## src/rtl/sti_pkg.sv

```systemverilog
// Shared definitions for the serial-to-byte receive path.
package sti_pkg;

  localparam int BYTE_W = 8;

  typedef enum logic [1:0] {
    IDLE  = 2'd0,
    SHIFT = 2'd1,
    FLUSH = 2'd2
  } sti_state_e;

  // Byte position written by the idx-th bit of a byte for the given bit order.
  function automatic logic [2:0] bit_pos(input logic msb, input logic [2:0] idx);
    return msb ? (3'd7 - idx) : idx;
  endfunction

endpackage

```

## src/rtl/sti_rx_packer_if.sv

```systemverilog
// Byte stream handshake between the receive FIFO and its consumer.
interface sti_rx_packer_if;
  import sti_pkg::*;

  logic [BYTE_W-1:0] byte_data;
  logic              byte_last;
  logic              byte_valid;
  logic              byte_ready;

  modport master (output byte_data, output byte_last, output byte_valid, input byte_ready);
  modport slave  (input byte_data, input byte_last, input byte_valid, output byte_ready);

endinterface

```

## src/rtl/sti_rx_fifo.sv

```systemverilog
// First-word-fall-through FIFO of {last,data} entries; drops pushes when full.
module sti_rx_fifo
  import sti_pkg::*;
#(
  parameter int DEPTH = 4
) (
  input  logic                  clk,
  input  logic                  reset,
  input  logic                  push,
  input  logic [BYTE_W:0]       wdata,
  output logic                  overflow,
  sti_rx_packer_if.master       bus
);

  localparam int AW = $clog2(DEPTH);
  localparam int CW = AW + 1;

  logic [BYTE_W:0] mem_q [DEPTH];
  logic [BYTE_W:0] mem_d [DEPTH];
  logic [AW-1:0]   wr_ptr_q, wr_ptr_d;
  logic [AW-1:0]   rd_ptr_q, rd_ptr_d;
  logic [CW-1:0]   count_q, count_d;
  logic            valid_q, valid_d;
  logic            overflow_q, overflow_d;
  logic            pop_s, full_s, wr_en_s;

  // Next-state for storage, pointers, occupancy and the sticky drop flag.
  always_comb begin
    mem_d      = mem_q;
    wr_ptr_d   = wr_ptr_q;
    rd_ptr_d   = rd_ptr_q;
    pop_s      = valid_q & bus.byte_ready;
    full_s     = (count_q == CW'(DEPTH));
    // A full FIFO still accepts a push when the head leaves on the same edge.
    wr_en_s    = push & (~full_s | pop_s);
    overflow_d = overflow_q | (push & ~wr_en_s);
    if (wr_en_s) begin
      mem_d[wr_ptr_q] = wdata;
      wr_ptr_d        = wr_ptr_q + AW'(1);
    end else begin
      wr_ptr_d = wr_ptr_q;
    end
    if (pop_s) begin
      rd_ptr_d = rd_ptr_q + AW'(1);
    end else begin
      rd_ptr_d = rd_ptr_q;
    end
    case ({wr_en_s, pop_s})
      2'b10:   count_d = count_q + CW'(1);
      2'b01:   count_d = count_q - CW'(1);
      default: count_d = count_q;
    endcase
    valid_d = (count_d != CW'(0));
  end

  // Register FIFO state; synchronous reset empties it and clears the head.
  always_ff @(posedge clk) begin
    if (reset) begin
      for (int i = 0; i < DEPTH; i++) begin
        mem_q[i] <= '0;
      end
      wr_ptr_q   <= '0;
      rd_ptr_q   <= '0;
      count_q    <= '0;
      valid_q    <= 1'b0;
      overflow_q <= 1'b0;
    end else begin
      mem_q      <= mem_d;
      wr_ptr_q   <= wr_ptr_d;
      rd_ptr_q   <= rd_ptr_d;
      count_q    <= count_d;
      valid_q    <= valid_d;
      overflow_q <= overflow_d;
    end
  end

  assign bus.byte_data  = mem_q[rd_ptr_q][BYTE_W-1:0];
  assign bus.byte_last  = mem_q[rd_ptr_q][BYTE_W];
  assign bus.byte_valid = valid_q;
  assign overflow       = overflow_q;

endmodule

```

## src/rtl/sti_rx_packer.sv

```systemverilog
// Packs framed serial bits into bytes and queues them with an end-of-frame flag.
module sti_rx_packer
  import sti_pkg::*;
#(
  parameter int FIFO_DEPTH = 4
) (
  input  logic              clk,
  input  logic              reset,
  input  logic              si_data,
  input  logic              si_valid,
  input  logic              si_msb,
  output logic [BYTE_W-1:0] byte_data,
  output logic              byte_last,
  output logic              byte_valid,
  input  logic              byte_ready,
  output logic              frame_err,
  output logic              overflow,
  output logic [7:0]        frame_cnt
);

  sti_state_e        state_q;
  logic              resumed_q;
  logic              msb_q, msb_d;
  logic [2:0]        cnt_q, cnt_d;
  logic [BYTE_W-1:0] sr_q, sr_d;
  logic [BYTE_W-1:0] stage_q, stage_d;
  logic              stage_vld_q, stage_vld_d;
  logic              frame_err_q, frame_err_d;
  logic [7:0]        frame_cnt_q, frame_cnt_d;

  logic              in_frame_s, first_s, msb_eff_s;
  logic [2:0]        cnt_cur_s;
  logic [BYTE_W-1:0] byte_new_s;
  logic              push_s;
  logic [BYTE_W:0]   push_data_s;

  sti_rx_packer_if u_bus ();

  // Frame tracking FSM; resumed_q covers a frame whose first bit lands in FLUSH.
  always_ff @(posedge clk) begin
    if (reset) begin
      state_q   <= IDLE;
      resumed_q <= 1'b0;
    end else begin
      resumed_q <= (state_q == FLUSH) & si_valid;
      case (state_q)
        IDLE:    state_q <= si_valid ? SHIFT : IDLE;
        SHIFT:   state_q <= si_valid ? SHIFT : FLUSH;
        FLUSH:   state_q <= IDLE;
        default: state_q <= IDLE;
      endcase
    end
  end

  // Bit packing, staging and push generation for full and partial bytes.
  always_comb begin
    in_frame_s  = (state_q == SHIFT) | resumed_q;
    first_s     = si_valid & ~in_frame_s;
    msb_eff_s   = first_s ? si_msb : msb_q;
    cnt_cur_s   = first_s ? 3'd0 : cnt_q;
    // A fresh byte starts from zero so unfilled positions read as padding.
    byte_new_s  = (cnt_cur_s == 3'd0) ? {BYTE_W{1'b0}} : sr_q;
    byte_new_s[bit_pos(msb_eff_s, cnt_cur_s)] = si_data;

    msb_d       = msb_q;
    cnt_d       = cnt_q;
    sr_d        = sr_q;
    stage_d     = stage_q;
    stage_vld_d = 1'b0;
    frame_err_d = 1'b0;
    push_s      = 1'b0;
    push_data_s = {(BYTE_W+1){1'b0}};

    if (si_valid) begin
      msb_d = msb_eff_s;
      if (cnt_cur_s == 3'd7) begin
        stage_d     = byte_new_s;
        stage_vld_d = 1'b1;
        cnt_d       = 3'd0;
      end else begin
        sr_d  = byte_new_s;
        cnt_d = cnt_cur_s + 3'd1;
      end
    end else begin
      cnt_d = 3'd0;
    end

    // A staged byte and a partial byte can never be due on the same edge.
    if (stage_vld_q) begin
      push_s      = 1'b1;
      push_data_s = {~si_valid, stage_q};
    end else if (~si_valid & in_frame_s & (cnt_q != 3'd0)) begin
      push_s      = 1'b1;
      push_data_s = {1'b1, sr_q};
      frame_err_d = 1'b1;
    end else begin
      push_s = 1'b0;
    end

    frame_cnt_d = frame_cnt_q + ((push_s & push_data_s[BYTE_W]) ? 8'd1 : 8'd0);
  end

  // Register the packing datapath and the status outputs.
  always_ff @(posedge clk) begin
    if (reset) begin
      msb_q       <= 1'b0;
      cnt_q       <= 3'd0;
      sr_q        <= '0;
      stage_q     <= '0;
      stage_vld_q <= 1'b0;
      frame_err_q <= 1'b0;
      frame_cnt_q <= 8'd0;
    end else begin
      msb_q       <= msb_d;
      cnt_q       <= cnt_d;
      sr_q        <= sr_d;
      stage_q     <= stage_d;
      stage_vld_q <= stage_vld_d;
      frame_err_q <= frame_err_d;
      frame_cnt_q <= frame_cnt_d;
    end
  end

  sti_rx_fifo #(.DEPTH(FIFO_DEPTH)) u_fifo (
    .clk      (clk),
    .reset    (reset),
    .push     (push_s),
    .wdata    (push_data_s),
    .overflow (overflow),
    .bus      (u_bus.master)
  );

  assign u_bus.byte_ready = byte_ready;
  assign byte_data        = u_bus.byte_data;
  assign byte_last        = u_bus.byte_last;
  assign byte_valid       = u_bus.byte_valid;
  assign frame_err        = frame_err_q;
  assign frame_cnt        = frame_cnt_q;

endmodule
```

## config.mk

```make
export PLATFORM = sky130hd
export DESIGN_NAME = sti_rx_packer
export DESIGN_NICKNAME = d
export VERILOG_FILES = /design/src/rtl/sti_pkg.sv /design/src/rtl/sti_rx_packer_if.sv /design/src/rtl/sti_rx_fifo.sv /design/src/rtl/sti_rx_packer.sv
export SDC_FILE = /design/constraint.sdc
export NUM_CORES = 1
export LEC_CHECK = 0
export ABC_AREA = 1
export BUFFER_PORTS_ARGS = -buffer_cell sky130_fd_sc_hd__buf_2
export CAP_MARGIN = 20
export CELL_PAD_IN_SITES_DETAIL_PLACEMENT = 1
export CELL_PAD_IN_SITES_GLOBAL_PLACEMENT = 1
export CORE_ASPECT_RATIO = 0.6
export CORE_MARGIN = 2
export CORE_UTILIZATION = 35
export CTS_CLUSTER_DIAMETER = 200
export DETAILED_ROUTE_END_ITERATION = 8
export PLACE_DENSITY_LB_ADDON = 0.1
export SYNTH_ARGS = -nofsm -noshare
export SYNTH_HDL_FRONTEND = slang
export SYNTH_SLANG_ARGS = --single-unit
```

## constraint.sdc

```tcl
create_clock -name clk -period 2 [get_ports clk]
set_input_delay 0 -clock clk [delete_from_list [all_inputs] [get_ports clk]]
set_output_delay 0 -clock clk [all_outputs]
set_load 0.03 [all_outputs]
```

# After elaboration in Yosys (flattened, before gate mapping)
# Cells that the tools add are included.
dict set report word_totals {
  register_bits 78
  input_bits 6
}
dict set report op_classes {
  bitwise_logic 18
  n_addsub 7
  magnitude_cmp 5
  eq_ne 6
  n_reduce_logical 11
  n_mux 23
}
# cell n
set op_table {}
lappend op_table {{2-to-1 mux 9 bit} 5}
lappend op_table {{bitwise mux 36 bit} 1}
lappend op_table {{binary-select mux 9 bit (select 2 bit)} 1}
lappend op_table {{demux 9 bit (select 2 bit)} 1}
lappend op_table {{adder 8 x 1 -> 8 bit} 1}
lappend op_table {{AND 1 bit} 8}
lappend op_table {{bitwise mux 8 bit} 1}
lappend op_table {{2-to-1 mux 8 bit} 1}
lappend op_table {{2-to-1 mux 1 bit} 7}
lappend op_table {{adder 3 x 1 -> 3 bit, second input constant} 2}
lappend op_table {{equality test 3 bit, second input constant} 2}
lappend op_table {{greater-or-equal comparator 3 bit, second input constant} 2}
lappend op_table {{2-to-1 mux 3 bit} 2}
lappend op_table {{inverter 2 -> 3 bit} 2}
lappend op_table {{case mux 3 bit (2 select lines)} 1}
lappend op_table {{nonzero test 3 bit} 2}
lappend op_table {{inverter 1 bit} 5}
lappend op_table {{adder 2 x 1 -> 2 bit, second input constant} 2}
lappend op_table {{equality test 2 x 1 -> 1 bit, second input constant} 2}
lappend op_table {{equality test 2 bit, second input constant} 2}
lappend op_table {{less-than comparator 3 x 4 -> 1 bit, second input constant} 1}
lappend op_table {{case mux 2 bit (2 select lines)} 1}
lappend op_table {{AND reduction 2 bit} 2}
lappend op_table {{OR reduction 2 bit} 2}
lappend op_table {{other kinds (11)} 14}

# Depth between registers and ports, before layout
dict set report logic_depth {
  word_depth 12
  mapped_depth 13
  ltp_nobuf 13
}

# Cells and area by module
# Synthesis repeated with hierarchy kept, for this count alone.
dict set report hier_totals {
  cells_unflattened 530
  hier_area_um2 4120.2
}
# mod n_inst area_each_um2 cells_per_inst
set by_module_without_submodules {}
lappend by_module_without_submodules {sti_rx_fifo 1 2334.7 271}
lappend by_module_without_submodules {sti_rx_packer 1 1785.5 259}

# Worst setup path after synthesis
# OpenSTA, ideal clock, no wires.
dict set report synth_timing {
  kind {flip-flop to flip-flop}
  from {register u_fifo.valid_q (netlist: u_fifo.bus.byte_valid)}
  to {register u_fifo.valid_q (netlist: u_fifo.bus.byte_valid)}
  t_required_ns 1.867
  slack_ns -0.179
  setup_ns 0.133
  n_path_buf 0
  path_stages_with_launch 11
  t_arrival_ns 2.047
  synth_period_minus_slack_ns 2.179
  cell_sequence {dfxtp_1 nand2_1 nand3_1 nand2_8 ha_1 fa_1 a21oi_1 o21ai_0 xnor2_1 inv_1 a31oi_1}
}
dict set report synth_between {
  elab_chain_len 6
}
# item line
set synth_lines {}
lappend synth_lines {{start, declared} sti_rx_fifo.sv:23} ;# logic valid_q, valid_d;
lappend synth_lines {{start signal, assigned} sti_rx_fifo.sv:72} ;# valid_q <= valid_d;
lappend synth_lines {{AND 1 bit (*)} sti_rx_fifo.sv:32} ;# pop_s = valid_q & bus.byte_ready;
lappend synth_lines {{OR 1 bit} sti_rx_fifo.sv:35} ;# wr_en_s = push & (~full_s | pop_s);
lappend synth_lines {{AND 1 bit} sti_rx_fifo.sv:35}
lappend synth_lines {{equality test 2 x 1 -> 1 bit or equality test 2 bit (tied branches)} sti_rx_fifo.sv:48} ;# case ({wr_en_s, pop_s})
lappend synth_lines {{case mux 3 bit (2 select lines) (*)} sti_rx_fifo.sv:48}
lappend synth_lines {{nonzero test 3 bit (*)} sti_rx_fifo.sv:53} ;# valid_d = (count_d != CW'(0));
# Every way passes the cells marked *; elsewhere a longest branch is shown, timed or not.
# A chain may end at the register's enable or synchronous reset.

# Final worst setup path
dict set report layout_timing {
  from {register state_q[1]}
  to {register frame_cnt_q[6] (netlist: frame_cnt[6])}
}
dict set report layout_between {
  elab_chain_len 9
}
# item line
set layout_lines {}
lappend layout_lines {{start, declared} sti_rx_packer.sv:21} ;# sti_state_e state_q;
lappend layout_lines {{start signal, assigned} sti_rx_packer.sv:47} ;# IDLE: state_q <= si_valid ? SHIFT : IDLE;
lappend layout_lines {{start signal, assigned} sti_rx_packer.sv:48} ;# SHIFT: state_q <= si_valid ? SHIFT : FLUSH;
lappend layout_lines {{equality test 2 x 1 -> 1 bit (*)} sti_rx_packer.sv:57} ;# in_frame_s = (state_q == SHIFT) | resumed_q;
lappend layout_lines {{OR 1 bit (*)} sti_rx_packer.sv:57}
lappend layout_lines {{AND 1 bit (*) (2 in a row)} sti_rx_packer.sv:92} ;# end else if (~si_valid & in_frame_s & (cnt_q != 3'd0)) begin
lappend layout_lines {{2-to-1 mux 1 bit or 2-to-1 mux 9 bit (tied branches)} sti_rx_packer.sv:92}
lappend layout_lines {{2-to-1 mux 1 bit or 2-to-1 mux 9 bit (tied branches)} sti_rx_packer.sv:89} ;# if (stage_vld_q) begin
lappend layout_lines {{AND 1 bit (*)} sti_rx_packer.sv:100} ;# frame_cnt_d = frame_cnt_q + ((push_s & push_data_s[BYTE_W]) ? 8'd1 : 8'd0);
lappend layout_lines {{2-to-1 mux 1 bit (*)} sti_rx_packer.sv:100}
lappend layout_lines {{adder 8 x 1 -> 8 bit (*)} sti_rx_packer.sv:100}
lappend layout_lines {{end signal, assigned} sti_rx_packer.sv:120} ;# frame_cnt_q <= frame_cnt_d;
lappend layout_lines {{end, declared} sti_rx_packer.sv:29} ;# logic [7:0] frame_cnt_q, frame_cnt_d;
# Marks and branches as above.

==> flow_metrics.tcl <==
set metrics [dict create \
    nets 525 \
    htreeDepth 3 \
    cts_sinks 78 \
    syn-num-nets 492 \
    diodes 0 \
    io_buffer_count 25 \
    critPathRequiredTime_ns 2.22 \
    cts_max_path_buffers 2 \
    cts_tree "done" \
    tns_ns 0 \
    cp_common_cell "nand2_2" \
    worstSetupStartpointType "flip-flop" \
    avgSynthCellArea_sq_um 7.836 \
    fmax_mhz 529.7 \
    ys_seq_area_share_pct 41.95 \
    grt_remaining_overflow 0 \
    placement.cell_area_sq_um 4010 \
    crit_type "flip-flop to flip-flop" \
    ys.warnings.count 0 \
    status "finished, final reports clean" \
    switching_share_pct 25.59 \
    clockRootBuffer "clkbuf_16" \
    die-area_sq_um 11500 \
    rsz0062_at_grt "yes" \
    crit_arrival_ns 2.10 \
    crit_chain "inv_2, nand2_4, nand2_2, nand2_2, buf_4, a21oi_2, ha_2, ha_1, nand2_2, nor2_4, nand3_2, o21ai_1, a21oi_1" \
    critPathSlowestCell "dfxtp_2" \
    fill_cells 1260 \
    path_max_fanout 4 \
    worst-slew-pin-transition_ns 0.5624 \
    drive_gt1_share_pct 22.03 \
    gr-usage-all-layers_pct 18.66 \
    peakVddDrop_mv 0.5111 \
    min_from "si_data" \
    r2r_start "state_q[1]" \
    ys_types 35 \
    critPathMaxStageDelay_ns 0.32 \
    pwr-share-seq_pct 44.8 \
    first_iter_violations 139 \
    synth_top_area_share_pct 41.95 \
    cp-end-kind "flip-flop" \
    internal_power_w 0.002662 \
    synthTopCellsByArea "dfxtp_1 (42%), o21ai_0 (8.2%), a21oi_1 (5.8%)" \
    reg2reg_slack_ns 0.11 \
    antenna_found_initial 0 \
    power_density_nw_per_um2 812.9 \
    hold_violations 0 \
    grt_pass1_wl_microns 16880 \
    drcViolationCount 0 \
    synth_seq_cells 78 \
    crit_path_start "state_q[1]" \
    vias 3243 \
    cts.reportedPaths.clkPinSlew_ns 0.06 \
    synth.cell_area_sq_um 3722 \
    p_clk_share_pct 45.1 \
    grt_pass1_vias 3390 \
    fin_crit_sh_pct 94.39 \
    comb_power_share_pct 10.1 \
    skew_ns 0.006218 \
    viasPerCell 4.974 \
    slew_violations 0 \
    gp_congestion 0.8154 \
    final_antenna_net_count 0 \
    cts_setup_buffers 0 \
    synth_ff_type "dfxtp_1" \
    design_area_sq_um 4400 \
    clock_latency_ns 0.33 \
    critical_path.top_delay_family "simple AND/OR/NAND/NOR gates" \
    yosysTopAreaCell "dfxtp_1" \
    synthArstFlopShare_pct 0 \
    die_w_microns 137.1 \
    core-area_sq_um 10450 \
    multi_input_area_sq_um 1898 \
    start_util_pct 35.62 \
    finalPower_w 0.003577 \
    area_growth_pct 18.22 \
    synthCells 475 \
    firstDrtPassIters 4 \
    maxCapViolCount 0 \
    critPathBufInv 2 \
    rows 29 \
    cts_inserted_buffers 9 \
    netSwitchingPower_w 0.0009155 \
    synthTopCellsByCount "dfxtp_1 (78), o21ai_0 (61), inv_1 (50), nor2_1 (50), a21oi_1 (43)" \
    pre_cts_ws_ns -0.02297 \
    io-pin-count 26 \
    ff_latch_area_sq_um 1568 \
    setup_viol 0 \
    synth.most_common_cell "dfxtp_1" \
    p_leak_nw 1.979 \
    min_path_type "primary input to flip-flop" \
    grt_max_degree 52 \
    dp_hpwl_microns 7060 \
    worst_slack_ns 0.1122 \
    die_height_microns 83.88 \
    instances_no_fill 652 \
    min_period_ns 1.888 \
    wl_microns 10100 \
    dp_cells 633 \
    slew_headroom_pct 62.28 \
    synth_edf_count 0 \
    wl_per_cell_microns 15.48 \
]
==> final cells by class <==
type	count	area share, %
Clock inverter	6	1.422
Timing Repair Buffer	41	5.715
Sequential cell	78	35.63
Tap cell	139	3.952
Clock buffer	10	5.203
Inverter	58	4.947
Multi-Input combinational cell	320	43.13
==> worst min-delay path: stages <==
cell and delay [ns]:
buf_2 0.15, nand3_1 0.12, nand3_1 0.07, nand2_1 0.06, inv_1 0.03
==> state kept, by name (all words and copies together) (netlist names) <==
name	count
u_fifo.overflow	1
u_fifo.bus.byte_valid	1
state_q	2
u_fifo.wr_ptr_q	2
u_fifo.rd_ptr_q	2
resumed_q	1
msb_q	1
stage_q	8
u_fifo.count_q	3
stage_vld_q	1
u_fifo.mem_q	36
sr_q	8
frame_err	1
cnt_q	3
frame_cnt	8
==> placed cells by master (no fill, tap or decap), drive strengths merged <==
| cell type | Yosys | final |
|---|---|---|
| nand2 | 53 | 53 |
| a22oi | 8 | 8 |
| nor3 | 5 | 5 |
| buf | 8 | 39 |
| inv | 56 | 56 |
| bufinv | 0 | 1 |
| xnor2 | 1 | 1 |
| o22ai | 9 | 9 |
| dfxtp | 78 | 78 |
| nand3 | 43 | 43 |
| xor2 | 2 | 2 |
| nor2 | 60 | 60 |
| clkinv | 2 | 7 |
| clkbuf | 11 | 10 |
| dlygate4sd3 | 0 | 2 |
| o21ai | 65 | 65 |
| a21oi | 47 | 47 |
| o21bai | 1 | 1 |
| nand4 | 3 | 3 |
| fa | 1 | 1 |
| o21a | 9 | 9 |
| mux2i | 1 | 1 |
| and3 | 1 | 1 |
| ha | 10 | 10 |
| a31oi | 1 | 1 |
==> per-layer routing <==
| layer | wire length [microns] | global-route usage [%] |
|---|---|---|
| met2 | 4298 | 28.31 |
| met5 | 0 | 0 |
| met4 | 97 | 4.124 |
| met1 | 5437 | 26.85 |
| met3 | 261 | 4.250 |
==> final timing paths <==
check	end	depth (start not counted)
min	sr_q[4]	5
max	frame_cnt[6]	13
min reg2reg	state_q[0]	1
max reg2reg	frame_cnt[6]	13
==> cells by family after synthesis <==
| logic type | after synthesis | share of synthesized area [%] |
|---|---|---|
| adders and majority gates | 11 | 3.899 |
| DFF | 78 | 41.95 |
| AOI/OAI and AO/OA | 140 | 21.18 |
| and+or+nand+nor | 165 | 22.99 |
| buffers and inverters | 77 | 9.008 |
| xor gates and xnor gates | 3 | 0.7060 |
| muxes | 1 | 0.2689 |
==> through the flow <==
step                util [%]  hold WS [ns]
floorplan                  -        0.1810
global placement       38.37        0.2872
detailed placement     38.37        0.2904
CTS                    41.42        0.1224
global route           42.11        0.1817
finish                 42.11        0.1367
==> repair_timing <==
action	4_1_cts	5_1_grt
pin swaps	1	3
endpoints found under the setup margin	2	13
resized for setup	4	21
gates cloned	0	1
hold buffers	2	0
endpoints found under the hold margin	7	0
==> power by group through the flow <==
stage | combinational [W] | sequential [W] | clock, W
floorplan | 0.000249 | 0.00164 | 0
global placement | 0.000341 | 0.00163 | 0
detailed placement | 0.000349 | 0.00164 | 0
CTS | 0.000354 | 0.00160 | 0.00165
global route | 0.000405 | 0.00160 | 0.00172
finish | 0.000362 | 0.00160 | 0.00161
Power figures use the tool's default switching activity.
